File: config.mk
export PLATFORM = sky130hd
export DESIGN_NAME = ram_access_ctrl
export DESIGN_NICKNAME = d
export VERILOG_FILES = /design/src/rtl/ram_ctrl_pkg.sv /design/src/rtl/ram_access_ctrl.sv
export SDC_FILE = /design/constraint.sdc
export NUM_CORES = 1
export LEC_CHECK = 0
export ABC_CLOCK_PERIOD_IN_PS = 2100
export BUFFER_PORTS_ARGS = -buffer_cell sky130_fd_sc_hd__clkbuf_2
export CORE_MARGIN = 2
export CORE_UTILIZATION = 42
export DETAILED_ROUTE_END_ITERATION = 8
export PLACE_DENSITY = 0.75
export SLEW_MARGIN = 5
export SYNTH_ARGS = -nofsm -noshare
export SYNTH_HDL_FRONTEND = slang
export SYNTH_SLANG_ARGS = --single-unit
File: constraint.sdc
create_clock -name clk -period 2.1 [get_ports clk]
set_input_delay 0.42 -clock clk [delete_from_list [all_inputs] [get_ports clk]]
set_output_delay 0.42 -clock clk [all_outputs]
set_load 0.03 [all_outputs]
File: src/rtl/ram_ctrl_pkg.sv
// Shared types and sizing for the single-port RAM request controller.
// Defaults match the 1024x16 RAM; read latency bounds size the wait counter.
package ram_ctrl_pkg;

    localparam int RAM_ADDR_W = 10;
    localparam int RAM_DATA_W = 16;

    localparam int RD_LAT_MIN = 1;
    localparam int RD_LAT_MAX = 4;
    localparam int LAT_CNT_W  = $clog2(RD_LAT_MAX);

    typedef enum logic [2:0] {
        ST_IDLE,
        ST_WRITE,
        ST_READ_WAIT,
        ST_READ_CAP,
        ST_CLEAR
    } state_e;

endpackage

File: src/rtl/ram_access_ctrl.sv
// Valid/ready front end for a single-port RAM: timed read/write strobes,
// registered read response pulse, and a full-depth constant fill sweep.
module ram_access_ctrl
    import ram_ctrl_pkg::*;
#(
    parameter int ADDR_WIDTH   = RAM_ADDR_W,
    parameter int DATA_WIDTH   = RAM_DATA_W,
    parameter int READ_LATENCY = 1
) (
    input  logic                  clk,
    input  logic                  rst,
    input  logic                  req_valid,
    output logic                  req_ready,
    input  logic                  req_we,
    input  logic [ADDR_WIDTH-1:0] req_addr,
    input  logic [DATA_WIDTH-1:0] req_wdata,
    output logic                  rsp_valid,
    output logic [DATA_WIDTH-1:0] rsp_data,
    input  logic                  clr_start,
    input  logic [DATA_WIDTH-1:0] clr_value,
    output logic                  clr_busy,
    output logic                  clr_done,
    output logic                  ram_we,
    output logic [ADDR_WIDTH-1:0] ram_addr,
    output logic [DATA_WIDTH-1:0] ram_din,
    input  logic [DATA_WIDTH-1:0] ram_dout
);

    localparam logic [LAT_CNT_W-1:0]  LAT_INIT  = LAT_CNT_W'(READ_LATENCY - 1);
    localparam logic [ADDR_WIDTH-1:0] ADDR_LAST = {ADDR_WIDTH{1'b1}};

    state_e                  state_q, state_d;
    logic [LAT_CNT_W-1:0]    lat_q, lat_d;
    logic                    ram_we_q, ram_we_d;
    logic [ADDR_WIDTH-1:0]   ram_addr_q, ram_addr_d;
    logic [DATA_WIDTH-1:0]   ram_din_q, ram_din_d;
    logic                    rsp_valid_q, rsp_valid_d;
    logic [DATA_WIDTH-1:0]   rsp_data_q, rsp_data_d;
    logic                    clr_busy_q, clr_busy_d;
    logic                    clr_done_q, clr_done_d;

    assign req_ready = (state_q == ST_IDLE) && !clr_start && !rst;

    always_comb begin
        state_d     = state_q;
        lat_d       = lat_q;
        ram_we_d    = 1'b0;
        ram_addr_d  = ram_addr_q;
        ram_din_d   = ram_din_q;
        rsp_valid_d = 1'b0;
        rsp_data_d  = rsp_data_q;
        clr_busy_d  = 1'b0;
        clr_done_d  = 1'b0;
        unique case (state_q)
            ST_IDLE: begin
                if (clr_start) begin
                    // ram_din doubles as the latched fill value
                    state_d    = ST_CLEAR;
                    ram_we_d   = 1'b1;
                    ram_addr_d = '0;
                    ram_din_d  = clr_value;
                    clr_busy_d = 1'b1;
                end else if (req_valid) begin
                    ram_addr_d = req_addr;
                    if (req_we) begin
                        state_d   = ST_WRITE;
                        ram_we_d  = 1'b1;
                        ram_din_d = req_wdata;
                    end else begin
                        state_d = ST_READ_WAIT;
                        lat_d   = LAT_INIT;
                    end
                end
            end
            ST_WRITE: begin
                state_d = ST_IDLE;
            end
            ST_READ_WAIT: begin
                if (lat_q == '0) begin
                    state_d = ST_READ_CAP;
                end else begin
                    lat_d = lat_q - LAT_CNT_W'(1);
                end
            end
            ST_READ_CAP: begin
                state_d     = ST_IDLE;
                rsp_valid_d = 1'b1;
                rsp_data_d  = ram_dout;
            end
            ST_CLEAR: begin
                // equality stop keeps the address parked on the last word
                if (ram_addr_q == ADDR_LAST) begin
                    state_d    = ST_IDLE;
                    clr_done_d = 1'b1;
                end else begin
                    ram_we_d   = 1'b1;
                    clr_busy_d = 1'b1;
                    ram_addr_d = ram_addr_q + ADDR_WIDTH'(1);
                end
            end
            default: begin
                state_d = ST_IDLE;
            end
        endcase
    end

    always_ff @(posedge clk or posedge rst) begin
        if (rst) begin
            state_q     <= ST_IDLE;
            lat_q       <= '0;
            ram_we_q    <= 1'b0;
            ram_addr_q  <= '0;
            ram_din_q   <= '0;
            rsp_valid_q <= 1'b0;
            rsp_data_q  <= '0;
            clr_busy_q  <= 1'b0;
            clr_done_q  <= 1'b0;
        end else begin
            state_q     <= state_d;
            lat_q       <= lat_d;
            ram_we_q    <= ram_we_d;
            ram_addr_q  <= ram_addr_d;
            ram_din_q   <= ram_din_d;
            rsp_valid_q <= rsp_valid_d;
            rsp_data_q  <= rsp_data_d;
            clr_busy_q  <= clr_busy_d;
            clr_done_q  <= clr_done_d;
        end
    end

    assign ram_we    = ram_we_q;
    assign ram_addr  = ram_addr_q;
    assign ram_din   = ram_din_q;
    assign rsp_valid = rsp_valid_q;
    assign rsp_data  = rsp_data_q;
    assign clr_busy  = clr_busy_q;
    assign clr_done  = clr_done_q;

endmodule

======== Word-level counts from Yosys, hierarchy flattened ========
Cells that the tools add are included.
storage, ports and cells
  register bits after elaboration ......... 51
  output and inout port bits .............. 47
  logic and storage cells ................. 65
operators by class
  add/subtract/negate cells ............... 2
  equality and inequality tests ........... 12
  multiplexer cells ....................... 28
  reduce and logical (&&, ||, !) cells .... 14
operators by type and width
  cell                                              count
  2-to-1 mux 16 bit                                 3
  2-to-1 mux 10 bit                                 3
  one-hot mux 10 bit (2 select lines)               1
  != test 2 bit, second input constant              7
  2-to-1 mux 3 bit                                  4
  adder 10 x 1 -> 10 bit, second input constant     1
  == test 10 bit, second input constant             1
  2-to-1 mux 2 bit                                  5
  one-hot mux 3 bit (3 select lines)                1
  AND reduction 3 bit                               3
  2-to-1 mux 1 bit                                  8
  nonzero test 2 bit                                4
  == test 3 x 2 -> 1 bit, second input constant     2
  AND reduction 5 bit                               1
  one-hot mux 1 bit (2 select lines)                2
  one-hot mux 2 bit (2 select lines)                1
  == test 3 bit, second input constant              1
  zero test 3 bit                                   1
  != test 3 bit, second input constant              1
  logical AND 1 bit                                 2
  zero test 1 bit                                   2
  zero test 2 bit                                   1
  subtractor 2 x 1 -> 2 bit, second input constant  1

======== Longest topological paths before layout ========
  word-level depth ........................ 4
  depth in mapped cells ................... 6

======== Worst setup path after synthesis ========
OpenSTA, ideal clock, no wires.
  path type ............................... input to output
  from .................................... input rst
  to ...................................... output req_ready
  arrival ................................. 1.995 ns
  required time ........................... 1.680 ns
  setup slack ............................. -0.315 ns
  stages .................................. 2
  buffers on the path ..................... 0
  path through ............................ inv_1 and3_1
between the ends
  cells in the longest elaborated chain, start to end .. 2
RTL lines
  element                    line                   text
  from (decl)                ram_access_ctrl.sv:11  input logic rst,
  zero test 1 bit (no line)  --
  logical AND 1 bit          ram_access_ctrl.sv:42  assign req_ready = (state_q == ST_IDLE) && !clr_start && !rst;
  to (decl)                  ram_access_ctrl.sv:13  output logic req_ready,
No other way between the ends.

======== Worst setup path after layout ========
  from .................................... register ram_addr_q[0] (netlist: ram_addr[0])
  to ...................................... register ram_addr_q[0] (netlist: ram_addr[0])
between the ends
  cells in the longest elaborated chain, start to end .. 3
  elaborated cells on any way between the ends .. 6
RTL lines
  element                                                                     line                                          text
  from (decl)                                                                 ram_access_ctrl.sv:35                         logic [ADDR_WIDTH-1:0] ram_addr_q, ram_addr_d;
  from (signal assigned)                                                      ram_access_ctrl.sv:122                        ram_addr_q <= ram_addr_d;
  adder 10 x 1 -> 10 bit or == test 10 bit (tied branches)                    ram_access_ctrl.sv:98, ram_access_ctrl.sv:92
  2-to-1 mux 10 bit or != test 2 bit (tied branches)                          --
  one-hot mux 10 bit (2 select lines) or AND reduction 3 bit (tied branches)  --
Several ways; a longest one is shown, not always the timed one. The select of a mux whose other input is x is not followed.
A chain may end at the register's enable or synchronous reset.

==> run summary <==
Placed Cells: 439
post-synth top area share: 52.1%
die height: 80.4 um
layer with the highest usage: met2
worst slack, placed: 0.233 ns
CTS tree: yes
PD cells: 1080 nW/um^2
mapped cell area: 2450 um^2
peak supply drop: 0.000633 V
Critical-path top delay cell: or4_1
Die Span X: 80.4 um
Total Routing Usage GR: 19.4%
htree depth: 2
Synth area leaders: dfrtp_1 (52%), nand2_1 (8.6%), mux2i_1 (6.5%)
post_cts resized: 0
critical path, cell by cell: ha_1, nand2_1, or4_1, nand2_1, o211ai_1
vias: 2266
WL/cell: 13.5 um
status: complete, no violations
FF+latch count, synth: 51
setup bufs post-CTS: 0
WP depth: 5
register area share after synthesis: 52.1%
Rows: 27
Hold WS: 0.310 ns
start point of the critical path: ram_addr[0]$_DFFE_PP0P_
worst path required time: 2.27 ns
pin count of the biggest net entering global routing: 52
clock buffer depth: 2
Layout area overhead: 29.6%
post-route clock period utilization: 90.5%
setup TNS: 0 ns
most area-hungry cell type in the Yosys netlist: dfrtp_1
Placer Congestion: 0.862
total grt overflow: 0
Ant. Diodes: 0
Max Slew Vio Count: 0
non-filler cells, final: 447
Syn Area/Cell: 9.35 um^2
Clock Skews: 0.00464 ns
f_max: 526 MHz
Worst Setup Start Kind: flop
cts hold-fix bufs: 0
r2r setup slk: 0.20 ns
Top Family by Delay on Critical Path: simple AND/OR/NAND/NOR gates
Final Critical Period: 1.90 ns
final setup fails: 0
Initial Util: 43.9%
later-pin clock latency in the skew report: 0.29 ns
reg2reg path depth: 5
Crit. End Element: flop
EDFF count, synth: 0
Fin. Hold Viols: 0
DRT Pass-1 Iters: 4
crit-path max FO: 8
HPWL after detailed placement: 4.42 mm
core region area: 5570 um^2
met3 Resource Use GR: 4.27%
worst min path class: in2reg
Most common cell on crit path: nand2_1
Rel. slew slack: 57.5%
Post-synth ARST share: 100%
vias in the first global route: 2141
CTS Buf Count: 5
final wirelength: 6.04 mm
fin nets: 439
met2 Use GR: 31.9%
initial antenna violation count: 0
Buffers on Ports: 109
max-cap violations: 0
CP bufs+invs: 0
Synth Flop Type: dfrtp_1
share of cells above drive strength 1: 35.2%
Largest stage delay, worst path: 0.68 ns
crit path DAT: 2.07 ns
CTS root buf: clkbuf_8
R2R Path Start: ram_addr[0]$_DFFE_PP0P_
synth warn: 0
Ports: 110
Post-Layout Inst Area: 3170 um^2
ANT nets after route: 0
Worst Setup EP: ram_addr[0]$_DFFE_PP0P_
Placed Area: 3090 um^2
Yosys cell types: 38
Cells after Synth: 262
static leakage: 1.57 nW
Worst-Margin Slew: 0.638 ns
DRT iter0 DRCs: 83
die footprint: 6460 um^2
Via density: 5.07
Final WS setup: 0.200 ns
CP Class: reg2reg
DR DRC count: 0
RR Endpoint: ram_addr[0]$_DFFE_PP0P_
Clock Sinks: 51
Post-Syn Nets: 327
Clk pin slew, worst setup/hold paths: 0.09 ns
first-pass GRT wire length: 9.81 mm
RSZ-0062 raised after global routing: false
GR Layer Usage met1: 26.0%
layer usage:
layer  up-vias  wire length (um)
met5         -                 0
met4         0                23
met3         2               353
met2        90              2850
met1      1039              2810
li1       1135                 -
report_power, final:
group	switching, mW	internal (mW)	total, mW
Clock	0.314	0.234	0.547
Sequential	0.231	1.24	1.48
Combinational	0.944	0.457	1.40
Total	1.49	1.94	3.42
area by class of cell:
class	count	area (um^2)
fillers	517	2400
clock buffers	6	72.6
multi-input cells	190	1070
clock inverters	2	12.5
inverters	7	30.0
repair buffers	119	621
well taps	72	90.1
flip-flops and latches	51	1280
worst min path at each step:
| stage | start | endpoint | slack, ns | cells past startpoint |
|---|---|---|---|---|
| after global routing | ram_dout[0] | rsp_data[0]$_DFFE_PP0P_ | 0.30 | 3 |
| after detailed placement | rsp_data[1]$_DFFE_PP0P_ | rsp_data[1]$_DFFE_PP0P_ | 0.47 | 2 |
| after floorplan | rst | clr_busy$_DFF_PP0_ | 0.47 | 1 |
| after CTS | ram_dout[10] | rsp_data[10]$_DFFE_PP0P_ | 0.30 | 3 |
| final | ram_dout[2] | rsp_data[2]$_DFFE_PP0P_ | 0.31 | 3 |
| after global placement | rsp_data[15]$_DFFE_PP0P_ | rsp_data[15]$_DFFE_PP0P_ | 0.46 | 2 |
worst reg2reg max path, delay by kind of cell (launching register included):
kind | cells | cell delay (ns)
simple gates | 3 | 0.99
flops | 1 | 0.41
fa+ha+maj | 1 | 0.23
compound gates | 1 | 0.13
cell usage in the layout, fill, tap and decap left out, types with 2 or more instances in the layout:
cell | netlist | routed
mux2i_1 | 16 | 16
dfrtp_1 | 51 | 51
o22ai_1 | 3 | 3
nor2_1 | 24 | 24
o31ai_1 | 5 | 5
nand3_1 | 5 | 5
or4_1 | 2 | 2
clkbuf_8 | 0 | 5
clkinvlp_4 | 0 | 2
nor2b_1 | 3 | 3
nor3b_1 | 4 | 4
a21oi_1 | 26 | 26
nand2_1 | 56 | 56
nor4_1 | 3 | 3
nand3b_1 | 4 | 4
o21ai_0 | 10 | 10
buf_4 | 1 | 10
a31oi_1 | 7 | 7
inv_1 | 6 | 5
o2bb2ai_1 | 2 | 2
clkbuf_2 | 0 | 109
ha_1 | 2 | 2
nor3_1 | 5 | 5
cells in the mapped netlist, drive strengths merged (2+ instances only):
cell / count
nand2: 56
dfrtp: 51
a21oi: 26
nor2: 24
mux2i: 16
buf: 11
o21ai: 10
a31oi: 7
inv: 6
nand3: 6
nor3: 6
o31ai: 5
nand3b: 4
nor3b: 4
nor4: 4
clkbuf: 3
nor2b: 3
o22ai: 3
ha: 2
o2bb2ai: 2
or4: 2
kinds of logic (layout without fill, tap and decap cells):
family                   after synthesis  after routing  share of synthesized area, %
adder cells (fa/ha/maj)                2              2                          1.02
multiplexers                          16             16                          6.54
AND/OR/NAND/NOR                      116            116                          22.8
flip-flops                            51             51                          52.1
buffers and inverters                 21            134                          4.34
AO/OA/AOI/OAI                         56             56                          13.1
flip-flops by register name, summed over array words and instances (netlist names):
| register | flops |
|---|---|
| rsp_valid | 1 |
| state_q | 3 |
| clr_busy | 1 |
| clr_done | 1 |
| ram_addr | 10 |
| lat_q | 2 |
| rsp_data | 16 |
| ram_we | 1 |
| ram_din | 16 |
stage by stage:
stage	utilization, %	power [mW]
finish	56.9	3.42
floorplan	-	2.40
global route	56.9	3.64
global placement	55.4	2.86
detailed placement	55.4	2.89
CTS	56.9	3.45
Power figures use the tool's default switching activity.
